==> src/rtl/freq_ddfs_pkg.sv <==
// Shared types and constants for the gated frequency meter that feeds the DDFS
// range selection: FSM state encoding and the decade thresholds behind range_code.
package freq_ddfs_pkg;

    typedef enum logic [1:0] {
        ST_IDLE = 2'd0,
        ST_GATE = 2'd1,
        ST_DONE = 2'd2
    } meter_state_t;

    localparam int unsigned DECADES = 6;

    // Ascending, so range_code is simply how many thresholds the count reaches.
    localparam logic [63:0] DECADE_TH [0:DECADES-1] = '{
        64'd10,
        64'd100,
        64'd1000,
        64'd10000,
        64'd100000,
        64'd1000000
    };

endpackage

==> src/rtl/sync_edge_det.sv <==
// Two-flop synchroniser for an asynchronous input plus a third flop that turns
// its synchronised rising edges into single-cycle pulses.
module sync_edge_det (
    input  logic clk_in,
    input  logic rst_n,
    input  logic d_async,
    output logic rise_pulse
);

    logic meta_reg;
    logic sync_reg;
    logic prev_reg;

    always_ff @(posedge clk_in) begin
        if (!rst_n) begin
            meta_reg <= 1'b0;
            sync_reg <= 1'b0;
            prev_reg <= 1'b0;
        end else begin
            meta_reg <= d_async;
            sync_reg <= meta_reg;
            prev_reg <= sync_reg;
        end
    end

    assign rise_pulse = sync_reg & ~prev_reg;

endmodule

==> src/rtl/freq_meter_ddfs.sv <==
// Gated frequency meter: counts sig_in rising edges over GATE_CYCLES clocks and
// reports count, decade code and saturation. Define FREQ_METER_CONT_EN for back-to-back gates.
module freq_meter_ddfs
    import freq_ddfs_pkg::*;
#(
    parameter int GATE_CYCLES = 1000000,
    parameter int CNT_W       = 20
) (
    input  logic             clk_in,
    input  logic             rst_n,
    input  logic             sig_in,
    input  logic             start,
    output logic             busy,
    output logic             meas_valid,
    output logic [CNT_W-1:0] freq_count,
    output logic [2:0]       range_code,
    output logic             overflow
);

    localparam int GATE_W = (GATE_CYCLES > 2) ? $clog2(GATE_CYCLES) : 1;
    localparam logic [GATE_W-1:0] GATE_LOAD = GATE_W'(GATE_CYCLES - 1);
    localparam logic [CNT_W-1:0]  CNT_MAX   = '1;

    meter_state_t      state_reg, state_next;
    logic [GATE_W-1:0] gate_cnt_reg, gate_cnt_next;
    logic [CNT_W-1:0]  edge_cnt_reg, edge_cnt_next;
    logic              ovf_reg, ovf_next;
    logic              latch;

    logic [CNT_W-1:0]  freq_count_reg;
    logic [2:0]        range_code_reg, range_next;
    logic              overflow_reg;
    logic              meas_valid_reg;

    logic              rise;
    logic [DECADES-1:0] reached;

    sync_edge_det u_sync (
        .clk_in     (clk_in),
        .rst_n      (rst_n),
        .d_async    (sig_in),
        .rise_pulse (rise)
    );

    always_comb begin
        state_next    = state_reg;
        gate_cnt_next = gate_cnt_reg;
        edge_cnt_next = edge_cnt_reg;
        ovf_next      = ovf_reg;
        latch         = 1'b0;
        case (state_reg)
            ST_IDLE: begin
                if (start) begin
                    state_next    = ST_GATE;
                    gate_cnt_next = GATE_LOAD;
                    edge_cnt_next = '0;
                    ovf_next      = 1'b0;
                end
            end
            ST_GATE: begin
                gate_cnt_next = gate_cnt_reg - 1'b1;
                if (rise) begin
                    if (edge_cnt_reg == CNT_MAX) begin
                        ovf_next = 1'b1;
                    end else begin
                        edge_cnt_next = edge_cnt_reg + 1'b1;
                    end
                end
                // The final gate cycle's edge is already folded into edge_cnt_next.
                if (gate_cnt_reg == '0) begin
                    state_next = ST_DONE;
                    latch      = 1'b1;
                end
            end
            ST_DONE: begin
`ifdef FREQ_METER_CONT_EN
                state_next    = ST_GATE;
                gate_cnt_next = GATE_LOAD;
                edge_cnt_next = '0;
                ovf_next      = 1'b0;
`else
                state_next    = ST_IDLE;
`endif
            end
            default: begin
                state_next = ST_IDLE;
            end
        endcase
    end

    generate
        for (genvar gi = 0; gi < DECADES; gi++) begin : g_decade
            assign reached[gi] = (64'(edge_cnt_next) >= DECADE_TH[gi]);
        end
    endgenerate

    always_comb begin
        range_next = '0;
        for (int i = 0; i < DECADES; i++) begin
            range_next = range_next + 3'(reached[i]);
        end
    end

    always_ff @(posedge clk_in) begin
        if (!rst_n) begin
            state_reg    <= ST_IDLE;
            gate_cnt_reg <= '0;
            edge_cnt_reg <= '0;
            ovf_reg      <= 1'b0;
        end else begin
            state_reg    <= state_next;
            gate_cnt_reg <= gate_cnt_next;
            edge_cnt_reg <= edge_cnt_next;
            ovf_reg      <= ovf_next;
        end
    end

    // Results are captured on entry to DONE so they are valid alongside meas_valid.
    always_ff @(posedge clk_in) begin
        if (!rst_n) begin
            freq_count_reg <= '0;
            range_code_reg <= '0;
            overflow_reg   <= 1'b0;
            meas_valid_reg <= 1'b0;
        end else begin
            meas_valid_reg <= latch;
            if (latch) begin
                freq_count_reg <= edge_cnt_next;
                range_code_reg <= range_next;
                overflow_reg   <= ovf_next;
            end
        end
    end

    assign busy       = (state_reg != ST_IDLE);
    assign meas_valid = meas_valid_reg;
    assign freq_count = freq_count_reg;
    assign range_code = range_code_reg;
    assign overflow   = overflow_reg;

endmodule

==> config.mk <==
export PLATFORM = sky130hd
export DESIGN_NAME = freq_meter_ddfs
export DESIGN_NICKNAME = d
export VERILOG_FILES = /design/src/rtl/freq_ddfs_pkg.sv /design/src/rtl/sync_edge_det.sv /design/src/rtl/freq_meter_ddfs.sv
export SDC_FILE = /design/constraint.sdc
export NUM_CORES = 1
export LEC_CHECK = 0
export CORE_UTILIZATION = 59
export CTS_BUF_LIST = sky130_fd_sc_hd__clkbuf_4 sky130_fd_sc_hd__clkbuf_8
export CTS_CLUSTER_SIZE = 40
export DETAILED_ROUTE_END_ITERATION = 8
export PLACE_DENSITY = 0.79
export SYNTH_ARGS = -nofsm -noshare
export SYNTH_HDL_FRONTEND = slang
export SYNTH_SLANG_ARGS = --single-unit
==> constraint.sdc <==
create_clock -name clk_in -period 12.44 [get_ports clk_in]
set_input_delay 3.11 -clock clk_in [delete_from_list [all_inputs] [get_ports clk_in]]
set_output_delay 3.11 -clock clk_in [all_outputs]
set_load 0.1 [all_outputs]
Word level (Yosys, flattened, before mapping)
Index checks and enable logic that the tools add are counted.
Widths: inputs -> output; s select.
Word-level totals
  bits in registers: 71
  logic and storage cells: 51
Cells by class
  add/sub/neg operators: 7
  order comparisons: 6
  equality and inequality tests: 4
  mux-type cells: 15
  bitwise operators: 2
  reductions and logical operators: 6
Operators by type and width (count)
  $mux 20: 4
  $pmux 20 s2: 2
  $add 20x1->20 const B: 1
  $eq 20x20->1 const B: 1
  $ge 20x10->1 const B: 1
  $ge 20x14->1 const B: 1
  $ge 20x17->1 const B: 1
  $ge 20x20->1 const B: 1
  $ge 20x4->1 const B: 1
  $ge 20x7->1 const B: 1
  $logic_not 20->1: 1
  $sub 20x1->20 const B: 1
  $add 3x1->3: 3
  $mux 1: 5
  $mux 2: 2
  $ne 2x2->1 const B: 2
  $pmux 2 s2: 1
  $reduce_and 2->1: 2
  $reduce_bool 2->1: 2
  $add 2x1->3: 1
  $add 1x1->2: 1
  $eq 2x1->1 const B: 1
  $logic_not 2->1: 1
  $pmux 1 s2: 1
  other kinds (2): 2

Depth between registers and ports, before layout
  depth after elaboration: 10
  mapped depth: 16
  gate-level depth less buffers: 15

Modules after synthesis
From an unflattened synthesis, not the netlist that was laid out.
Unflattened totals
  cells, all modules: 444
  area total of the unflattened synthesis: 3573.4 sq um
Modules (own cells, without submodules)
  freq_meter_ddfs: times used 1, cells each 437, area an instance 3480.8 sq um, seq. area each 1361.3 sq um
  sync_edge_det: times used 1, cells each 7, area an instance 92.6 sq um, seq. area each 60.1 sq um

Worst setup path after synthesis
OpenSTA, ideal clock, no wires.
  path type: input -> register
  from: input start
  to: register range_code_reg[1] (netlist: range_code[1])
  setup time: 0.070 ns
  data arrival time: 6.783 ns
  required time: 12.370 ns
  setup slack: 5.587 ns
  cell stages on the path: 14
  buffers on the path: 1
  path through: or3b_1 > clkbuf_1 > a32oi_1 > a21oi_2 > a211o_1 > or4_4 > nor4_2 > fa_1 > fa_1 > inv_1 > ha_1 > fa_1 > nand2_1 > a21oi_1
Between the ends
  cells in the longest elaborated chain, start to end: 8
  elaborated cells on any way between the ends: 13
RTL lines
  start: declaration: line freq_meter_ddfs.sv:12  | input logic start,
  $mux 20 *: line freq_meter_ddfs.sv:53  | if (start) begin
  $pmux 20 s2 *: line freq_meter_ddfs.sv:51  | case (state_reg)
  $ge 20x4->1 / $ge 20x7->1 (equally long branches): line freq_meter_ddfs.sv:93  | assign reached[gi] = (64'(edge_cnt_next) >= DECADE_TH[gi]);
  $add 1x1->2: line freq_meter_ddfs.sv:100  | range_next = range_next + 3'(reached[i]);
  $add 2x1->3: line freq_meter_ddfs.sv:100
  $add 3x1->3 (2 in a row): line freq_meter_ddfs.sv:100
  $add 3x1->3 *: line freq_meter_ddfs.sv:100
  named net range_next[1]: line freq_meter_ddfs.sv:31  | logic [2:0] range_code_reg, range_next;
  end signal: assignment: line freq_meter_ddfs.sv:129  | range_code_reg <= range_next;
  end: declaration: line freq_meter_ddfs.sv:31
Mark *: on every way through the listed nets, which the timed path passes. The rest lies on a longest branch.
A chain may end at the register's enable or synchronous reset.

Worst setup path in the final report
Ends and elaborated chain as after synthesis.

==> impl_results.md <==
* Status: completed
* #FFs+latches synth at 71
* Crit path cell chain: clkdlybuf4s50_1 > or3b_1 > a32oi_1 > a21oi_2 > a211o_1 > or4_4 > nor4_2 > fa_1 > fa_1 > inv_1 > ha_1 > fa_1 > nand2_1 > a21oi_1
* Pwr/cell area at 114 nW/um^2
* Setup CP Type: input pin to flip-flop
* Die Height at 81.7 um
* CTS tree: built
* Overall Power at 0.483 mW
* Post-synth EDFFs at 0
* Fin util at a little over two thirds
* Number of max-cap violations at 0
* Antenna violations before repair at 0
* Worst-Margin Slew at 1160 ps
* Final min period at ~7500 ps
* Core Box Area at 6030 um^2
* Placed Area at between 4000 and 5000 um^2
* TritonCTS sink count at 71
* Vias post-DR at roughly 3.6k
* IR Drop Worst-Case VDD at 0.0914 mV
* Cts repair resizes at 0
* Ports at 30
* Area delta synth->final at 13.4%
* R2r worst-path depth at 15
* Mean Syn Cell Area at slightly above 8 um^2
* Synth top area share at a little under two fifths
* Largest net degree at the start of global routing at 38
* Root buf cell: clkbuf_8
* # Post-CTS Setup Buffers at 0
* Crit path max fanout at 16
* IO buf count at 29
* Final-report hold violation count at 0
* Via density at ~6.4
* Cells after Synth at 454
* Worst hold start: u_sync.meta_reg
* Ys Warns at 0
* Worst min-delay path class: flip-flop to flip-flop
* Worst-path clk slew at 90 ps
* Crit path DAT at between 7000 and 8000 ps
* Setup TNS Final at 0 ps
* Total CTS buffers at 9
* Max Clock Freq at 133 MHz
* Final setup vio count at 0
* RSZ-0062 raised after global routing: false
* Synth async-reset ratio at 0%
* Mapped cell area at 3740 um^2
* Die Span X at 81.7 um
* Fraction of layout cells with a size suffix above 1 at approximately an eighth
* Unique cell type count in the Yosys netlist at 78
* CP max-delay cell: or3b_1
* Critical R2R Launch: edge_cnt_reg[0]
* Slew headroom at 22.9%
* Antenna cells at 0
* Worst setup path end: range_code[1]
* Critical Path Source Type: input pin
* Syn_nets at 464
* First-pass GRT wire length at 15700 um
* H-tree Lvls at 3
* Cts hold-fix bufs at 0
* Worst EP required at about 13000 ps
* Global placement routability congestion at 0.911
* Vias in the first global route at 3128
* Top cell by count, worst path: fa_1
* Clock latency on the worst-skew pair at 360 ps
* Critical R2R Capture: range_code[1]
* Clk buf depth at 2
* Worst reg2reg setup slack at 7450 ps
* Worst Setup SP: start
* Fin crit share at 60.4%
* Post-DP HPWL at between 7000 and 8000 um
* Final ANT Viol Nets at 0
* Post-Route WL at 10300 um
* Fill cell count at between 400 and 500
* Share of the yosys chip area belonging to registers at 38.0%
* Total grt overflow at 0
* Ys flop type: dfxtp_1
* CP max stage delay at 650 ps
* Clock Skews at between 15 and 20 ps
* Die area at 6670 um^2
* Wire length per cell at 18.6 um
* Min Hold Slack at 454 ps
* Initial drt markers at 292
* Fin. max-slew vios at 0
* Drt pass-1 iters at 7
* Leak at ~1.6 nW
* Starting density of the core at 62.1%
* Dominant cells by area after synthesis: dfxtp_1 38%, nor2_1 5.7%, a21oi_1 4.3%
* Row Count at 28
* Layout Nets at 484
* Yosys top cell by area: dfxtp_1
* GRT Overall Usage at 32.0%
* Fin area at about 4200 um^2
* # DRC at 0
* Worst Setup End Kind: flip-flop
cells in the final DEF (no fill, tap or decap), types with 4 or more instances in the layout:
cell type	instances
nor3_1	23
nor2_1	56
nor2b_1	4
a311oi_1	5
buf_4	5
nor4_1	7
and3_1	6
clkbuf_8	9
a211o_1	4
or3_1	5
nand4_1	8
and2_1	15
nand2b_1	4
o21ai_0	15
or2_2	4
nand2_1	33
nand3_1	11
a21oi_1	32
xnor2_1	5
inv_1	15
clkdlybuf4s50_1	29
nand3_2	4
a211oi_1	12
a31oi_1	12
dfxtp_1	71
routing by layer:
metal	wire length [um]	GRT usage, %
met5	0	0
met4	191	11.2
met3	612	5.44
met2	4680	51.6
met1	4840	43.0
stage by stage:
stage	setup slack [ps]	cells
global placement	4680	538
floorplan	5590	454
CTS	4950	554
detailed placement	4580	538
finish	4920	554
global route	4770	554
cells by family after synthesis:
| family | count (synthesis) | synth area share (%) |
|---|---|---|
| adders and majority gates | 6 | 2.61 |
| muxes | 3 | 0.836 |
| DFF | 71 | 38.0 |
| and+or+nand+nor | 210 | 31.0 |
| xor gates and xnor gates | 6 | 1.40 |
| buffers and inverters | 40 | 4.75 |
| AOI/OAI and AO/OA | 118 | 21.5 |
layout make-up:
type	instances	area, um^2	area share [%]
Clock buffer	10	131	3.09
Clock inverter	6	68.8	1.62
Timing Repair Buffer	34	328	7.72
Sequential cell	71	1420	33.5
Tap cell	75	93.8	2.21
Inverter	15	56.3	1.33
Multi-Input combinational cell	343	2150	50.6
power breakdown:
group | leakage, nW | internal [mW] | switching, mW
logic | 0.876 | 0.0169 | 0.0328
registers | 0.577 | 0.234 | 0.00660
clock network | 0.101 | 0.0963 | 0.0964
total | 1.55 | 0.347 | 0.136
Yosys cell counts, drive strengths merged (3+ instances only):
cell / instances
dfxtp: 71
nor2: 58
nand2: 35
a21oi: 33
nor3: 26
clkbuf: 19
o21ai: 17
and2: 16
inv: 15
nand3: 15
a211oi: 14
a31oi: 12
and3: 9
nand4: 9
nor4: 9
buf: 6
a211o: 5
a311oi: 5
or2: 5
or3: 5
xnor2: 5
nand2b: 4
nor2b: 4
or4: 4
a22oi: 3
a41oi: 3
fa: 3
ha: 3
o31ai: 3
o41ai: 3
worst min-delay path by stage:
stage / end / slack, ps / depth (start not counted)
4_1_cts: u_sync.sync_reg / 450 / 1
5_1_grt: u_sync.sync_reg / 470 / 1
6_report: u_sync.sync_reg / 450 / 1
2_1_floorplan: u_sync.sync_reg / 410 / 1
3_5_place_dp: u_sync.sync_reg / 420 / 1
3_3_place_gp: u_sync.sync_reg / 410 / 1
worst max-delay path, delay by kind of cell:
family	cells	cell delay [ps]
buffers and inverters	2	570
AND/OR/NAND/NOR	4	1600
AO/OA/AOI/OAI	4	800
adder cells (fa/ha/maj)	4	1700
No activity file was read; power rests on OpenSTA's default activity.
